## src/rtl/pll_seq_pkg.sv

```systemverilog
// Shared definitions for the PLL reset sequencer: state encoding, default
// timing constants and a width helper.
package pll_seq_pkg;

  typedef enum logic [2:0] {
    ST_HOLD,
    ST_WAIT,
    ST_CHECK,
    ST_RUN,
    ST_FAIL
  } pll_state_e;

  localparam int unsigned DEF_RST_HOLD_CYC  = 16;
  localparam int unsigned DEF_LOCK_WAIT_CYC = 1024;
  localparam int unsigned DEF_MON_WIN       = 64;
  localparam int unsigned DEF_MIN_EDGES     = 8;
  localparam int unsigned DEF_MAX_RETRY     = 3;

  // Bits needed to hold values 0..n-1, never less than one.
  function automatic int unsigned idx_w(input int unsigned n);
    return (n < 2) ? 1 : $clog2(n);
  endfunction

  function automatic int unsigned max3(input int unsigned a, input int unsigned b,
                                       input int unsigned c);
    int unsigned m;
    m = (a > b) ? a : b;
    return (m > c) ? m : c;
  endfunction

endpackage

```

## src/rtl/pll_fb_sync.sv

```systemverilog
// Brings the PLL-domain feedback toggle into clk and emits a one-cycle pulse
// on every edge (rising or falling).
module pll_fb_sync (
  input  logic clk,
  input  logic resetn,
  input  logic fb_toggle,
  output logic fb_edge
);

  // [0],[1] form the synchronizer; [2] is the history flop for edge detection.
  logic [2:0] r_sync;

  always_ff @(posedge clk or negedge resetn) begin
    if (!resetn) begin
      r_sync <= '0;
    end else begin
      r_sync <= {r_sync[1:0], fb_toggle};
    end
  end

  assign fb_edge = r_sync[1] ^ r_sync[2];

endmodule

```

## src/rtl/pll_rst_seq.sv

```systemverilog
// PLL reset sequencer: pulses the PLL reset, waits for settle, verifies the
// feedback toggle rate, then releases system reset and keeps monitoring.
module pll_rst_seq
  import pll_seq_pkg::*;
#(
  parameter int unsigned RST_HOLD_CYC  = DEF_RST_HOLD_CYC,
  parameter int unsigned LOCK_WAIT_CYC = DEF_LOCK_WAIT_CYC,
  parameter int unsigned MON_WIN       = DEF_MON_WIN,
  parameter int unsigned MIN_EDGES     = DEF_MIN_EDGES,
  parameter int unsigned MAX_RETRY     = DEF_MAX_RETRY,
  localparam int unsigned RW = idx_w(MAX_RETRY + 1)
) (
  input  logic          clk,
  input  logic          resetn,
  input  logic          sw_restart,
  input  logic          fb_toggle,
  output logic          pll_reset,
  output logic          sys_resetn,
  output logic          pll_ok,
  output logic          fail,
  output logic [RW-1:0] retry_cnt
);

  localparam int unsigned CW = idx_w(max3(RST_HOLD_CYC, LOCK_WAIT_CYC, MON_WIN));
  localparam int unsigned EW = idx_w(MIN_EDGES + 1);

  localparam logic [CW-1:0] HOLD_LAST = CW'(RST_HOLD_CYC - 1);
  localparam logic [CW-1:0] WAIT_LAST = CW'(LOCK_WAIT_CYC - 1);
  localparam logic [CW-1:0] WIN_LAST  = CW'(MON_WIN - 1);
  localparam logic [EW-1:0] EDGE_MAX  = EW'(MIN_EDGES);
  localparam logic [RW-1:0] RETRY_MAX = RW'(MAX_RETRY);

  pll_state_e    r_state;
  logic [CW-1:0] r_cnt;
  logic [EW-1:0] r_edges;
  logic [RW-1:0] r_retry;
  logic          r_pll_reset;
  logic          r_sys_resetn;
  logic          r_pll_ok;
  logic          r_fail;

  logic          w_fb_edge;
  logic          w_win_end;
  logic          w_pass;
  logic [EW-1:0] w_edges_nxt;

  pll_fb_sync u_fb_sync (
    .clk       (clk),
    .resetn    (resetn),
    .fb_toggle (fb_toggle),
    .fb_edge   (w_fb_edge)
  );

  // The window decision includes an edge arriving on the window's last cycle.
  always_comb begin
    w_edges_nxt = r_edges;
    if (w_fb_edge && (r_edges != EDGE_MAX)) begin
      w_edges_nxt = r_edges + EW'(1);
    end
    w_win_end = (r_cnt == WIN_LAST);
    w_pass    = (w_edges_nxt == EDGE_MAX);
  end

  always_ff @(posedge clk or negedge resetn) begin
    if (!resetn) begin
      r_state      <= ST_HOLD;
      r_cnt        <= '0;
      r_edges      <= '0;
      r_retry      <= '0;
      r_pll_reset  <= 1'b1;
      r_sys_resetn <= 1'b0;
      r_pll_ok     <= 1'b0;
      r_fail       <= 1'b0;
    end else if (sw_restart) begin
      r_state      <= ST_HOLD;
      r_cnt        <= '0;
      r_edges      <= '0;
      r_retry      <= '0;
      r_pll_reset  <= 1'b1;
      r_sys_resetn <= 1'b0;
      r_pll_ok     <= 1'b0;
      r_fail       <= 1'b0;
    end else begin
      unique case (r_state)
        ST_HOLD: begin
          if (r_cnt == HOLD_LAST) begin
            r_state     <= ST_WAIT;
            r_cnt       <= '0;
            r_pll_reset <= 1'b0;
          end else begin
            r_cnt <= r_cnt + CW'(1);
          end
        end
        ST_WAIT: begin
          if (r_cnt == WAIT_LAST) begin
            r_state <= ST_CHECK;
            r_cnt   <= '0;
            r_edges <= '0;
          end else begin
            r_cnt <= r_cnt + CW'(1);
          end
        end
        // CHECK and RUN share the monitor window; only the failure path differs.
        ST_CHECK, ST_RUN: begin
          r_cnt   <= w_win_end ? '0 : r_cnt + CW'(1);
          r_edges <= w_win_end ? '0 : w_edges_nxt;
          if (w_win_end) begin
            if (w_pass) begin
              r_state      <= ST_RUN;
              r_sys_resetn <= 1'b1;
              r_pll_ok     <= 1'b1;
            end else if (r_state == ST_RUN) begin
              r_state      <= ST_HOLD;
              r_retry      <= '0;
              r_pll_reset  <= 1'b1;
              r_sys_resetn <= 1'b0;
              r_pll_ok     <= 1'b0;
            end else if (r_retry < RETRY_MAX) begin
              r_state     <= ST_HOLD;
              r_retry     <= r_retry + RW'(1);
              r_pll_reset <= 1'b1;
            end else begin
              r_state     <= ST_FAIL;
              r_pll_reset <= 1'b1;
              r_fail      <= 1'b1;
            end
          end
        end
        ST_FAIL: begin
          r_state <= ST_FAIL;
        end
        default: begin
          r_state <= ST_HOLD;
        end
      endcase
    end
  end

  assign pll_reset  = r_pll_reset;
  assign sys_resetn = r_sys_resetn;
  assign pll_ok     = r_pll_ok;
  assign fail       = r_fail;
  assign retry_cnt  = r_retry;

endmodule

```

## config.mk

```make
export PLATFORM = sky130hd
export DESIGN_NAME = pll_rst_seq
export DESIGN_NICKNAME = d
export VERILOG_FILES = /design/src/rtl/pll_seq_pkg.sv /design/src/rtl/pll_fb_sync.sv /design/src/rtl/pll_rst_seq.sv
export SDC_FILE = /design/constraint.sdc
export NUM_CORES = 1
export LEC_CHECK = 0
export CORE_ASPECT_RATIO = 0.5
export CORE_UTILIZATION = 25
export CTS_CLUSTER_DIAMETER = 80
export DETAILED_ROUTE_END_ITERATION = 12
export PLACE_DENSITY = 0.42
export SLEW_MARGIN = 10
export SYNTH_ARGS = -nofsm -noshare
export SYNTH_HDL_FRONTEND = slang
export SYNTH_HIERARCHICAL = 1
export SYNTH_SLANG_ARGS = --single-unit
```

## constraint.sdc

```tcl
create_clock -name clk -period 2.2 [get_ports clk]
set_input_delay 0.55 -clock clk [delete_from_list [all_inputs] [get_ports clk]]
set_output_delay 0.55 -clock clk [all_outputs]
set_load 0.05 [all_outputs]
```

==> impl_metrics.py <==
metrics = {
    "outcome": {
        "status": "finished clean",
    },
    "die": {
        "die_area_sq_um": 5901,
        "start_util_pct": 27.17,
        "die_h_um": 54.82,
        "rows": 18,
        "core_area_sq_um": 5135,
        "ios": 10,
        "die_w_um": 107.6,
    },
    "synthesis": {
        "ys_types": 42,
        "synthArstFlopShare_pct": 100.0,
        "synth-edff-count": 0,
        "netlist_top_cells_area": "dfrtp_1, a21oi_1, ha_1",
        "ys_ff_latch": 25,
        "synth-main-ff-cell": "dfrtp_1",
        "synthCells": 143,
        "yosysTopAreaCell": "dfrtp_1",
        "syn-cell-area_sq_um": 1395,
        "synth.avg_cell_area_sq_um": 9.756,
        "seq_area_frac_synth_pct": 44.93,
        "syn_nets": 151,
        "synth_warnings": 6,
        "yosysTopAreaCellShare_pct": 43.05,
    },
    "drt": {
        "vias": 1211,
        "finalWirelength_mm": 3.369,
        "drc_errors": 0,
        "antenna_left": 0,
        "routedWlPerCell_um": 13.98,
        "firstDrtPassIters": 4,
        "first_iter_violations": 42,
        "routed_via_density": 5.025,
    },
    "timing": {
        "slew_headroom_pct": 66.84,
        "finalHoldViolations": 0,
        "final_max_slew_viol_count": 0,
        "rsz0062_at_grt": "yes",
        "tightest_slew_ns": 0.4958,
        "clock_skew_ns": 0.002756,
        "finalSetupViolCount": 0,
        "min_period_ns": 2.157,
        "fin_hold_ws_ns": 0.3815,
        "fmax_ghz": 0.4637,
        "timing.final.crit_share_pct": 98.03,
    },
    "clocking": {
        "cts_made_buffers": 3,
        "clkTransAtPathRegs_ns": 0.09,
        "cts.sinks": 25,
        "htree_num_levels": 1,
        "cts_hold_buf": 0,
        "cts.path.max_buffers": 2,
        "cts_tree": "yes",
        "cts_setup_buffers": 0,
        "clockRootBuffer": "clkbuf_8",
        "clock_latency_ns": 0.27,
    },
    "finish": {
        "diodes": 0,
        "nNetsFinal": 180,
        "finalInstanceArea_sq_um": 1807,
        "drive_above_1_share_pct": 25.73,
        "fillerInstances": 530,
        "syn2layout_area_growth_pct": 29.51,
    },
    "setup_path": {
        "worst-path-max-fanout": 4,
        "required_ns": 2.41,
        "start_kind": "flip-flop",
        "cp.arrival_ns": 2.37,
        "setup.worst_path.end_class": "flip-flop",
        "path_class": "reg -> reg",
    },
    "flow_run": {
        "drv_cap": 0,
    },
    "global_route": {
        "gr-total-overflow": 0,
        "antenna_found_initial": 0,
        "grt_max_degree": 26,
        "grt_pass1_wl_mm": 5.609,
        "grt_pass1_vias": 1154,
        "track_usage_pct": 12.95,
    },
    "power_and_ir_drop": {
        "ir_worst_vdd_mv": 0.2160,
        "p_total_uw": 944.9,
        "power_density_nw_per_um2": 523.0,
        "p_leak_uw": 0.0007607,
    },
    "place": {
        "gp_congestion": 0.7756,
        "dp_hpwl_mm": 2.394,
        "portBuffers": 9,
        "placed_area_sq_um": 1697,
    },
    "worst_hold_path": {
        "hold_path_class": "reg -> reg",
    },
}
## worst max-delay path: stages, from the launching register on
cell and delay (ns):
dfrtp_1 0.39, or4_4 0.53, or4_4 0.46, a211oi_2 0.22, or3b_1 0.38, a21oi_2 0.12
## flip-flops by register name, summed over array words and instances (netlist names)
| name | flops |
|---|---|
| fail | 1 |
| r_edges | 4 |
| retry_cnt | 2 |
| r_state | 3 |
| pll_reset | 1 |
| r_cnt | 10 |
| u_fb_sync/r_sync | 3 |
| pll_ok | 1 |
## cell type report
| class | count | area (sq um) | share of cell area, % |
|---|---|---|---|
| clock buffer | 3 | 41.29 | 2.285 |
| timing repair buffer | 30 | 249.0 | 13.78 |
| tap | 70 | 87.58 | 4.848 |
| clock inverter | 1 | 5.005 | 0.2770 |
| inverter | 4 | 15.01 | 0.8310 |
| sequential | 25 | 626.9 | 34.70 |
| multi-input combinational | 108 | 782.0 | 43.28 |
## report_power, final
group / switching [uW] / leakage, uW / total [uW] / internal (uW)
sequential: 36.0 / 0.000333 / 524 / 488
combinational: 73.5 / 0.000402 / 138 / 64.2
clock: 156 / 0.0000255 / 283 / 127
## stage by stage
step                utilization [%]  worst slack (ns)  instances  setup TNS, ns
detailed placement            33.04          -0.02791        236       -0.02791
global route                  35.19           -0.1115        241        -0.1246
global placement              33.04           0.02296        236              0
finish                        35.19           0.04332        241              0
CTS                           34.21          0.009807        240              0
floorplan                         -           0.02668        143              0
## synthesized netlist by cell type (2+ instances only)
master and n:
clkbuf_1 2, a31oi_1 5, nand3_1 3, nor2_1 10, buf_2 3, inv_1 4
or4_4 2, nor2b_1 4, a211oi_1 2, xor2_1 2, a21oi_1 11, ha_1 4
a2111oi_0 2, and3_1 3, a22o_1 3, nand2b_1 6, mux2_2 2, o21ai_0 9
nor4_1 3, nor3_1 2, nand4_1 3, dfrtp_1 24, o21bai_1 2, a21o_1 2
and2_1 2, nand2_1 10, a211o_1 2, nand3b_1 2
## path summary, 6_finish.rpt
check | depth (start not counted) | startpoint | end | slack (ns)
min | 0 | u_fb_sync/r_sync[0] | u_fb_sync/r_sync[1] | 0.38
max reg2reg | 5 | r_cnt[7] | retry_cnt[0] | 0.04
max | 5 | r_cnt[7] | retry_cnt[0] | 0.04
min reg2reg | 0 | u_fb_sync/r_sync[0] | u_fb_sync/r_sync[1] | 0.38
max in group asynchronous | 2 | resetn | pll_reset | 1.27
min in group asynchronous | 2 | resetn | r_cnt[4] | 0.64
## cell usage in the layout, fill, tap and decap left out, types with 2 or more instances in the layout
master / count
dfrtp_1: 24
a22o_1: 3
clkdlybuf4s50_1: 8
nand2_1: 10
a21oi_1: 9
mux2_2: 2
nand3_1: 2
a21o_1: 2
ha_1: 4
or4_4: 2
inv_1: 4
and2_1: 2
nor2b_1: 4
buf_4: 21
a21oi_2: 2
a2111oi_4: 2
nand4_1: 3
clkbuf_8: 3
nand2b_1: 6
nand3b_1: 2
and3_1: 3
nor2_1: 10
a31oi_1: 5
o21ai_0: 8
a211oi_2: 2
o21bai_1: 2
nor3_1: 2
nor4_1: 3
a211o_1: 2
## per-layer routing
| metal | vias to the layer above | global-route usage [%] | part of all wire, % |
|---|---|---|---|
| met1 | 599 | 16.49 | 50 |
| met2 | 13 | 21.37 | 45 |
| met3 | 5 | 3.333 | 3.2 |
| met4 | 0 | 5.479 | 1.6 |
| met5 | - | 0 | 0 |
| li1 | 594 | - | - |
## timing repair
item / CTS / global route
pin swaps: 0 / 6
setup endpoints to repair: 1 / 6
cloned: 0 / 1
resized for setup: 2 / 9
## cells by family (layout without fill, tap and decap cells)
logic type                 count (synthesis)  count (layout)  synth area share, %
AOI/OAI and AO/OA                         44              44                22.51
buffers and inverters                     10              38                3.228
and+or+nand+nor                           56              56                22.87
xor gates and xnor gates                   2               2                1.256
DFF                                       25              25                44.93
muxes                                      2               2                1.614
adders and majority gates                  4               4                3.588
(Power assumes the default switching activity.)
